$ cat src/rtl/multiword_add_pkg.sv
// Shared definitions for the multi-word add sequencer: state encodings
// and the word-index width helper.
package multiword_add_pkg;

    typedef enum logic [2:0] {
        S_IDLE = 3'd0,
        S_LOAD = 3'd1,
        S_ADD  = 3'd2,
        S_INC  = 3'd3,
        S_OUT  = 3'd4
    } state_t;

    // Word index width; a single-word operand still needs one index bit.
    function automatic int idx_width(input int nwords);
        if (nwords <= 1) begin
            return 1;
        end else begin
            return $clog2(nwords);
        end
    endfunction

endpackage

$ cat src/rtl/ripple_carry_adder.sv
// Purely combinational WIDTH-bit ripple-carry adder without carry-in.
// result[WIDTH] is the carry-out of the most significant bit.
module ripple_carry_adder #(
    parameter int WIDTH = 8
) (
    input  logic [WIDTH-1:0] a,
    input  logic [WIDTH-1:0] b,
    output logic [WIDTH:0]   result
);

    logic [WIDTH:0] carry_s;

    // Full-adder chain, carry rippling from bit 0 upward
    always_comb begin
        carry_s = '0;
        result  = '0;
        for (int i = 0; i < WIDTH; i++) begin
            result[i]    = a[i] ^ b[i] ^ carry_s[i];
            carry_s[i+1] = (a[i] & b[i]) | (carry_s[i] & (a[i] ^ b[i]));
        end
        result[WIDTH] = carry_s[WIDTH];
    end

endmodule

$ cat src/rtl/multiword_add_sequencer.sv
// Adds two NWORDS x WIDTH operands streamed LS word first, reusing one
// carry-in-less adder twice per word: a+b, then partial+carry.
module multiword_add_sequencer
    import multiword_add_pkg::*;
#(
    parameter int WIDTH  = 8,
    parameter int NWORDS = 4
) (
    input  logic             i_clk,
    input  logic             i_rst,
    input  logic             i_start,
    input  logic             i_word_valid,
    input  logic [WIDTH-1:0] i_term1,
    input  logic [WIDTH-1:0] i_term2,
    output logic             o_word_ready,
    output logic             o_sum_valid,
    output logic [WIDTH-1:0] o_sum,
    output logic             o_sum_last,
    input  logic             i_sum_ready,
    output logic             o_carry_out,
    output logic             o_busy,
    output logic             o_done
);

    localparam int IDX_W = idx_width(NWORDS);

    state_t            state_r;
    state_t            state_nx_s;
    logic [WIDTH-1:0]  a_r;
    logic [WIDTH-1:0]  b_r;
    logic [WIDTH-1:0]  partial_r;
    logic [WIDTH-1:0]  sum_r;
    logic              c1_r;
    logic              carry_r;
    logic              carry_out_r;
    logic              done_r;
    logic [IDX_W-1:0]  idx_r;
    logic              last_s;
    logic [WIDTH-1:0]  add_a_s;
    logic [WIDTH-1:0]  add_b_s;
    logic [WIDTH:0]    add_res_s;

    assign last_s = (idx_r == IDX_W'(NWORDS - 1));

    // Adder input mux: operands in ADD, partial plus stored carry in INC
    always_comb begin
        add_a_s = '0;
        add_b_s = '0;
        case (state_r)
            S_ADD: begin
                add_a_s = a_r;
                add_b_s = b_r;
            end
            S_INC: begin
                add_a_s = partial_r;
                add_b_s = WIDTH'(carry_r);
            end
            default: begin
                add_a_s = '0;
                add_b_s = '0;
            end
        endcase
    end

    ripple_carry_adder #(.WIDTH(WIDTH)) u_adder (
        .a      (add_a_s),
        .b      (add_b_s),
        .result (add_res_s)
    );

    // Next-state decode
    always_comb begin
        state_nx_s = state_r;
        case (state_r)
            S_IDLE: begin
                if (i_start) state_nx_s = S_LOAD;
                else         state_nx_s = S_IDLE;
            end
            S_LOAD: begin
                if (i_word_valid) state_nx_s = S_ADD;
                else              state_nx_s = S_LOAD;
            end
            S_ADD:   state_nx_s = S_INC;
            S_INC:   state_nx_s = S_OUT;
            S_OUT: begin
                if (i_sum_ready) begin
                    if (last_s) state_nx_s = S_IDLE;
                    else        state_nx_s = S_LOAD;
                end else begin
                    state_nx_s = S_OUT;
                end
            end
            default: state_nx_s = S_IDLE;
        endcase
    end

    // State register
    always_ff @(posedge i_clk or posedge i_rst) begin
        if (i_rst) state_r <= S_IDLE;
        else       state_r <= state_nx_s;
    end

    // Operand, partial-sum, carry, index and result registers
    always_ff @(posedge i_clk or posedge i_rst) begin
        if (i_rst) begin
            a_r         <= '0;
            b_r         <= '0;
            partial_r   <= '0;
            sum_r       <= '0;
            c1_r        <= 1'b0;
            carry_r     <= 1'b0;
            carry_out_r <= 1'b0;
            done_r      <= 1'b0;
            idx_r       <= '0;
        end else begin
            done_r <= 1'b0;
            case (state_r)
                S_IDLE: begin
                    if (i_start) begin
                        carry_r     <= 1'b0;
                        idx_r       <= '0;
                        carry_out_r <= 1'b0;
                    end
                end
                S_LOAD: begin
                    if (i_word_valid) begin
                        a_r <= i_term1;
                        b_r <= i_term2;
                    end
                end
                S_ADD: begin
                    partial_r <= add_res_s[WIDTH-1:0];
                    c1_r      <= add_res_s[WIDTH];
                end
                S_INC: begin
                    // a+b overflowing leaves partial <= 2^W-2, so the second
                    // pass cannot overflow as well; OR merges the two carries.
                    sum_r   <= add_res_s[WIDTH-1:0];
                    carry_r <= c1_r | add_res_s[WIDTH];
                end
                S_OUT: begin
                    if (i_sum_ready) begin
                        if (last_s) begin
                            carry_out_r <= carry_r;
                            done_r      <= 1'b1;
                        end else begin
                            idx_r <= idx_r + IDX_W'(1);
                        end
                    end
                end
                default: begin
                    done_r <= 1'b0;
                end
            endcase
        end
    end

    assign o_word_ready = (state_r == S_LOAD);
    assign o_sum_valid  = (state_r == S_OUT);
    assign o_sum        = sum_r;
    assign o_sum_last   = (state_r == S_OUT) && last_s;
    assign o_carry_out  = carry_out_r;
    assign o_busy       = (state_r != S_IDLE);
    assign o_done       = done_r;

endmodule

$ cat config.mk
export PLATFORM = sky130hd
export DESIGN_NAME = multiword_add_sequencer
export DESIGN_NICKNAME = d
export VERILOG_FILES = /design/src/rtl/multiword_add_pkg.sv /design/src/rtl/ripple_carry_adder.sv /design/src/rtl/multiword_add_sequencer.sv
export SDC_FILE = /design/constraint.sdc
export NUM_CORES = 1
export LEC_CHECK = 0
export CORE_AREA = 2 2 69 71
export DETAILED_ROUTE_END_ITERATION = 12
export DIE_AREA = 0 0 71 73
export PLACE_DENSITY = 0.71
export SETUP_SLACK_MARGIN = 0.2
export SYNTH_ARGS = -nofsm -noshare
export SYNTH_HDL_FRONTEND = slang
export SYNTH_SLANG_ARGS = --single-unit
$ cat constraint.sdc
create_clock -name i_clk -period 9.1 [get_ports i_clk]
set_input_delay 2.73 -clock i_clk [delete_from_list [all_inputs] [get_ports i_clk]]
set_output_delay 2.73 -clock i_clk [all_outputs]
set_load 0.02 [all_outputs]
==> results.toml, run 1 <==
[placement]
dp_hpwl_um = 2510
placement.cell_area_um2 = 2290
io_buffer_count = 34
gp_congestion = 0.768
placed_cells_incl_taps = 235

[logic_synthesis]
synth_edf_count = 0
syn_avg_cell_area_um2 = 12.6
synth_top_cells_by_count = "sky130_fd_sc_hd__dfrtp_1, sky130_fd_sc_hd__nand2_1, sky130_fd_sc_hd__mux2_4"
mappedNetlistArea_um2 = 1950
synth-simple-area-share_pct = 11.0
netlist_instances = 155
synthesis.nets = 185
synth-compound-area-share_pct = 8.48
yosys.area_share.xor_xnor_pct = 0
synth_area_leaders = "sky130_fd_sc_hd__dfrtp_1, sky130_fd_sc_hd__mux2_4, sky130_fd_sc_hd__fa_1"
synth_top_area_cell = "sky130_fd_sc_hd__dfrtp_1"
seq_area_frac_synth_pct = 52.7
post_synth_mux_area_share_pct = 14.9
asyncSetResetFlopFracSynth_pct = 100
synth.yosys.warnings = 0
synth_ff_type = "sky130_fd_sc_hd__dfrtp_1"
synth.top_cell.area_share_pct = 52.7
ys_types = 30
synth_top_family_by_area = "multiplexers"
synthAdderAreaFrac_pct = 8.48
synth.most_common_cell = "sky130_fd_sc_hd__dfrtp_1"
synth.ff_latch_count = 41

[power_and_ir_drop]
power.ir.vdd_worst_mv = 0.143
power_per_cell_area_nw_per_um2 = 286
static-leakage-power_nw = 1.02

[timing]
timing_max_transition_violations_final = 0
setup_repair_after_global_routing_missed_its_margin = "no"
tightest_slew_ns = 0.947
timing_hold_violations_final = 0
setup_viol = 0
final.setup.tns_ns = 0
timing.slew.headroom_pct = 36.7
finClkSkew_ns = 0.00844
clock.fmax_mhz = 211
final.min_clock_period_ns = 4.74
period_utilization_pct = 52.1

[worst_setup_path]
critPathArrivalTime_ns = 4.95
worstSetupPathType = "flop to flop"
crit-reg2reg-capture = "carry_r"
worst_ep_required_time_ns = 9.31
regToRegSetupSlack_ns = 4.36
critical_path.reg2reg.startpoint = "state_r[0]"
timing.critical_path.from_type = "flop"
reg2reg_depth = 14
timing.critical_path.fanout_max = 16
capturing_element_type_of_the_critical_path = "flop"

[clocking]
cts-htree-levels = 2
number_of_clock_sinks = 41
tritoncts_clock_tree = "yes"
cts_buffers = 5
cts_setup_buffers = 0
postCtsHoldBufs = 0
worst_skew_pair_latency_ns = 0.29
worst_setup_hold_path_clk_slew_ns = 0.08
clockRootBuffer = "sky130_fd_sc_hd__clkbuf_8"
cts-root-to-sink-buffers = 2
post_cts_resize_count = 0

[finish]
fin_nets = 218
layout.area.seq_um2 = 1030
fraction_of_final_layout_cells_with_drive_strength_greater_than_1_pct = 16.4
count_of_fill_cells_added_during_filler_insertion = 374
synthToLayoutAreaGrowth_pct = 22.3
fin_area_um2 = 2380
multi_input_comb_area_um2 = 835
finish.cell_count_without_fillers = 243
antenna_cells_inserted = 0

[global_route]
grt-ovfl-total = 0
overall_global_routing_resource_usage_pct = 14.8
grt_max_degree = 42
grt_antenna_before_repair = 0
grt_pass1_vias = 1239
grt_first_pass_wirelength_um = 5880

[die]
fp.dieW_um = 71
die_h_um = 73
io-pin-count = 35
initial_utilization_pct = 42.9
placement_rows = 25
die_area_um2 = 5180
placeable_core_area_um2 = 4540

[hold_path]
worstHoldPathType = "flop to flop"
hold-path-endpoint = "idx_r[0]"
hold_path_depth = 1
holdCritStartpoint = "idx_r[0]"

[routing]
initialDrtViolationCount = 97
totalWireLength_um = 3550
drt_pass1_iterations = 4
avgViaCountPerCell = 5.07
drtAntennaViolNets = 0
num_vias = 1232
wire_per_inst_um = 14.6
drc_errors = 0

[flow_run]
cap_viol_max_count = 0

[run_status]
run_status = "completed"
-- kinds of logic after synthesis --
| group | after synthesis |
|---|---|
| AND/OR/NAND/NOR | 42 |
| multiplexers | 22 |
| buffers and inverters | 14 |
| AO/OA/AOI/OAI | 27 |
| adder cells (fa/ha/maj) | 9 |
| flip-flops | 41 |
-- sequential cells by signal, indices dropped and copies added (netlist names) --
signal / flops
state_r: 3
partial_r: 8
idx_r: 2
a_r: 8
carry_r: 1
c1_r: 1
o_sum: 8
b_r: 8
o_carry_out: 1
o_done: 1
-- through the flow --
stage | worst slack (ns) | hold slack (ns) | util, % | power, mW
finish | 4.36 | 0.484 | 52.5 | 0.681
global route | 3.94 | 0.520 | 52.5 | 0.724
CTS | 4.28 | 0.483 | 52.5 | 0.687
detailed placement | 4.31 | 0.472 | 50.6 | 0.570
global placement | 4.36 | 0.466 | 50.6 | 0.555
floorplan | 5.10 | 0.452 | - | 0.497
-- cells in the final DEF (no fill, tap or decap), types with 2 or more instances in the layout --
master / Yosys / layout
sky130_fd_sc_hd__o21ai_0: 9 / 9
sky130_fd_sc_hd__clkbuf_8: 0 / 5
sky130_fd_sc_hd__nand2_1: 24 / 24
sky130_fd_sc_hd__fa_1: 7 / 7
sky130_fd_sc_hd__clkinv_2: 0 / 2
sky130_fd_sc_hd__clkdlybuf4s50_1: 0 / 34
sky130_fd_sc_hd__nor2_1: 3 / 3
sky130_fd_sc_hd__a22o_1: 3 / 3
sky130_fd_sc_hd__mux2_2: 8 / 8
sky130_fd_sc_hd__nand3b_1: 3 / 3
sky130_fd_sc_hd__a22oi_1: 6 / 6
sky130_fd_sc_hd__dfrtp_1: 41 / 41
sky130_fd_sc_hd__mux2i_1: 2 / 2
sky130_fd_sc_hd__and3_1: 2 / 2
sky130_fd_sc_hd__ha_1: 2 / 2
sky130_fd_sc_hd__inv_1: 5 / 5
sky130_fd_sc_hd__and2_1: 2 / 2
sky130_fd_sc_hd__mux2_4: 12 / 12
sky130_fd_sc_hd__o21ai_1: 7 / 7
-- layer usage --
metal / share of wire (%) / GRT usage (%) / wire length [um] / vias to the layer above
li1: - / - / - / 603
met3: 3.5 / 3.59 / 125 / 6
met4: 1.8 / 6.92 / 63 / 0
met1: 46 / 19.4 / 1640 / 604
met2: 49 / 23.5 / 1730 / 19
met5: 0 / 0 / 0 / -
-- worst max-delay path, stage by stage, from the launching register on --
cell	delay (ns)
sky130_fd_sc_hd__dfrtp_1	0.48
sky130_fd_sc_hd__nand2b_1	0.20
sky130_fd_sc_hd__nor2_1	0.73
sky130_fd_sc_hd__a22o_1	0.25
sky130_fd_sc_hd__ha_1	0.16
sky130_fd_sc_hd__fa_1	0.16
sky130_fd_sc_hd__inv_1	0.05
sky130_fd_sc_hd__fa_1	0.38
sky130_fd_sc_hd__fa_1	0.39
sky130_fd_sc_hd__fa_1	0.39
sky130_fd_sc_hd__fa_1	0.40
sky130_fd_sc_hd__fa_1	0.41
sky130_fd_sc_hd__fa_1	0.40
sky130_fd_sc_hd__nor2b_1	0.14
sky130_fd_sc_hd__o21ai_0	0.12
-- final cells by class --
cell class / instances / share of cell area (%)
Inverter: 5 / 0.788
Clock inverter: 3 / 0.736
Multi-Input combinational cell: 100 / 35.0
Timing Repair Buffer: 35 / 14.6
Clock buffer: 5 / 2.89
Sequential cell: 41 / 43.1
Tap cell: 54 / 2.84
-- power breakdown --
part / switching, mW / total [mW] / internal (mW) / leakage, nW
registers: 0.0475 / 0.297 / 0.250 / 0.527
logic: 0.126 / 0.267 / 0.141 / 0.451
clock network: 0.0639 / 0.117 / 0.0529 / 0.0439
-- worst max path at each step --
stage                     from         end  slack, ns  depth (start not counted)
floorplan           state_r[1]  o_sum_last       5.10                          3
global placement    state_r[0]    o_sum[7]       4.36                         13
detailed placement  state_r[0]    o_sum[7]       4.31                         13
CTS                 state_r[0]     carry_r       4.28                         14
global route        state_r[0]     carry_r       3.94                         14
finish              state_r[0]     carry_r       4.36                         14
(Power assumes the default switching activity.)
==> run 2: changes to the inputs <==
==> constraint.sdc (replaced) <==
create_clock -name i_clk -period 4.65 [get_ports i_clk]
set_input_delay 1.395 -clock i_clk [delete_from_list [all_inputs] [get_ports i_clk]]
set_output_delay 1.395 -clock i_clk [all_outputs]
set_load 0.02 [all_outputs]
==> results.toml, run 2 (same netlist as run 1, synthesis figures left out) <==
[routing]
avgViaCountPerCell = 5.27
wire_per_inst_um = 15.3
drc_errors = 0
initialDrtViolationCount = 150
totalWireLength_um = 3770
drtAntennaViolNets = 0
num_vias = 1297
drt_pass1_iterations = 4

[die]
placeable_core_area_um2 = 4540
initial_utilization_pct = 42.9
die_area_um2 = 5180
fp.dieW_um = 71
io-pin-count = 35
placement_rows = 25
die_h_um = 73

[timing]
timing.slew.headroom_pct = 34.4
timing_hold_violations_final = 0
setup_repair_after_global_routing_missed_its_margin = "no"
final.setup.tns_ns = 0
tightest_slew_ns = 0.984
final.min_clock_period_ns = 4.23
period_utilization_pct = 91.0
clock.fmax_mhz = 236
setup_viol = 0
timing_max_transition_violations_final = 0
finClkSkew_ns = 0.00777

[worst_setup_path]
worst_ep_required_time_ns = 4.84
critPathArrivalTime_ns = 4.42
timing.critical_path.fanout_max = 10
timing.critical_path.from_type = "flop"
setup.worst_path.end = "o_sum[7]"
launching_instance_or_port_of_the_critical_path = "state_r[0]"
worstSetupPathType = "flop to flop"
regToRegSetupSlack_ns = 0.42
reg2reg_depth = 14
crit-reg2reg-capture = "o_sum[7]"
capturing_element_type_of_the_critical_path = "flop"
critical_path.reg2reg.startpoint = "state_r[0]"

[power_and_ir_drop]
power.ir.vdd_worst_mv = 0.308
power_per_cell_area_nw_per_um2 = 580
static-leakage-power_nw = 1.05

[clocking]
worst_setup_hold_path_clk_slew_ns = 0.08
worst_skew_pair_latency_ns = 0.29
postCtsHoldBufs = 0
number_of_clock_sinks = 41
tritoncts_clock_tree = "yes"
cts_buffers = 5
cts-htree-levels = 2
cts-root-to-sink-buffers = 2
clockRootBuffer = "sky130_fd_sc_hd__clkbuf_8"

[finish]
fraction_of_final_layout_cells_with_drive_strength_greater_than_1_pct = 17.7
antenna_cells_inserted = 0
synthToLayoutAreaGrowth_pct = 24.9
fin_nets = 221
layout_commonest_cell = "sky130_fd_sc_hd__dfrtp_1"
final_cell_mix = "sky130_fd_sc_hd__dfrtp_1, sky130_fd_sc_hd__clkdlybuf4s50_1, sky130_fd_sc_hd__nand2_1"
count_of_fill_cells_added_during_filler_insertion = 366
fin_area_um2 = 2430

[flow_run]
cap_viol_max_count = 0

[hold_path]
worstHoldPathType = "flop to flop"
holdCritStartpoint = "o_sum[5]"

[placement]
dp_hpwl_um = 2730
io_buffer_count = 34
gp_congestion = 0.812
placement.cell_area_um2 = 2320

[global_route]
grt_antenna_before_repair = 0
grt_max_degree = 42
overall_global_routing_resource_usage_pct = 16.0
grt_pass1_vias = 1324
grt-ovfl-total = 0
grt_first_pass_wirelength_um = 6350

[run_status]
run_status = "completed"
-- run 2: cell count changes in the layout (fill, tap and decap cells not counted), sizes merged --
| cell | delta |
|---|---|
| clkbuf | +1 |
| buf | +3 |
| clkinvlp | -1 |
| clkinv | -1 |
| bufinv | +1 |
-- run 2: routing by layer --
metal  track usage [%]  share of wire (%)
met5                 0                  0
met4              6.71                1.2
met3              4.28                4.7
met2              26.4                 52
met1              20.1                 42
-- run 2: through the flow --
| step | cells | worst slack (ns) | utilization, % | total power, mW | hold slack, ns |
|---|---|---|---|---|---|
| floorplan | 155 | 0.663 | - | 0.972 | 0.452 |
| global placement | 238 | 0.616 | 51.1 | 1.11 | 0.465 |
| detailed placement | 238 | 0.400 | 51.1 | 1.14 | 0.472 |
| CTS | 246 | 0.376 | 53.5 | 1.42 | 0.490 |
| global route | 246 | 0.220 | 53.6 | 1.50 | 0.523 |
| finish | 246 | 0.417 | 53.6 | 1.41 | 0.488 |
-- run 2: repair_timing --
action,CTS,global route
gates resized for setup,0,1
setup endpoints to repair,0,2
setup buffers,0,0
-- run 2: area by class of cell --
| class | count | area, um^2 | share of cell area [%] |
|---|---|---|---|
| multi-input combinational | 100 | 837 | 34.4 |
| tap | 54 | 67.6 | 2.78 |
| clock buffer | 6 | 72.6 | 2.99 |
| sequential | 41 | 1030 | 42.2 |
| timing repair buffer | 38 | 370 | 15.2 |
| clock inverter | 2 | 38.8 | 1.60 |
| inverter | 5 | 18.8 | 0.772 |
-- run 2: power breakdown --
group,internal (mW),switching [mW]
Sequential,0.489,0.0999
Clock,0.161,0.121
Combinational,0.288,0.252
-- run 2: critical path, cell delays in order (launching register included) --
cell	delay, ns
sky130_fd_sc_hd__dfrtp_1	0.52
sky130_fd_sc_hd__nand2_1	0.09
sky130_fd_sc_hd__nor2_1	0.14
sky130_fd_sc_hd__buf_4	0.19
sky130_fd_sc_hd__a22o_1	0.15
sky130_fd_sc_hd__ha_1	0.16
sky130_fd_sc_hd__fa_1	0.17
sky130_fd_sc_hd__inv_1	0.05
sky130_fd_sc_hd__fa_1	0.37
sky130_fd_sc_hd__fa_1	0.39
sky130_fd_sc_hd__fa_1	0.41
sky130_fd_sc_hd__fa_1	0.39
sky130_fd_sc_hd__fa_1	0.41
sky130_fd_sc_hd__fa_1	0.46
sky130_fd_sc_hd__o21ai_0	0.22
-- run 2: how the worst min path moves through the flow --
stage | endpoint | slack (ns) | cells past startpoint
after global placement | idx_r[0] | 0.47 | 1
after global routing | o_sum[2] | 0.52 | 2
after CTS | o_sum[5] | 0.49 | 2
after floorplan | idx_r[0] | 0.45 | 1
final | o_sum[5] | 0.49 | 2
after detailed placement | o_sum[5] | 0.47 | 2
==> run 3: changes to the inputs <==
--- a/config.mk
+++ b/config.mk
@@ -13,3 +13,4 @@
 export SYNTH_ARGS = -nofsm -noshare
 export SYNTH_HDL_FRONTEND = slang
 export SYNTH_SLANG_ARGS = --single-unit
+export TNS_END_PERCENT = 100
==> results of run 3 <==
Final layout, timing and power as in run 2 (identical DEF).
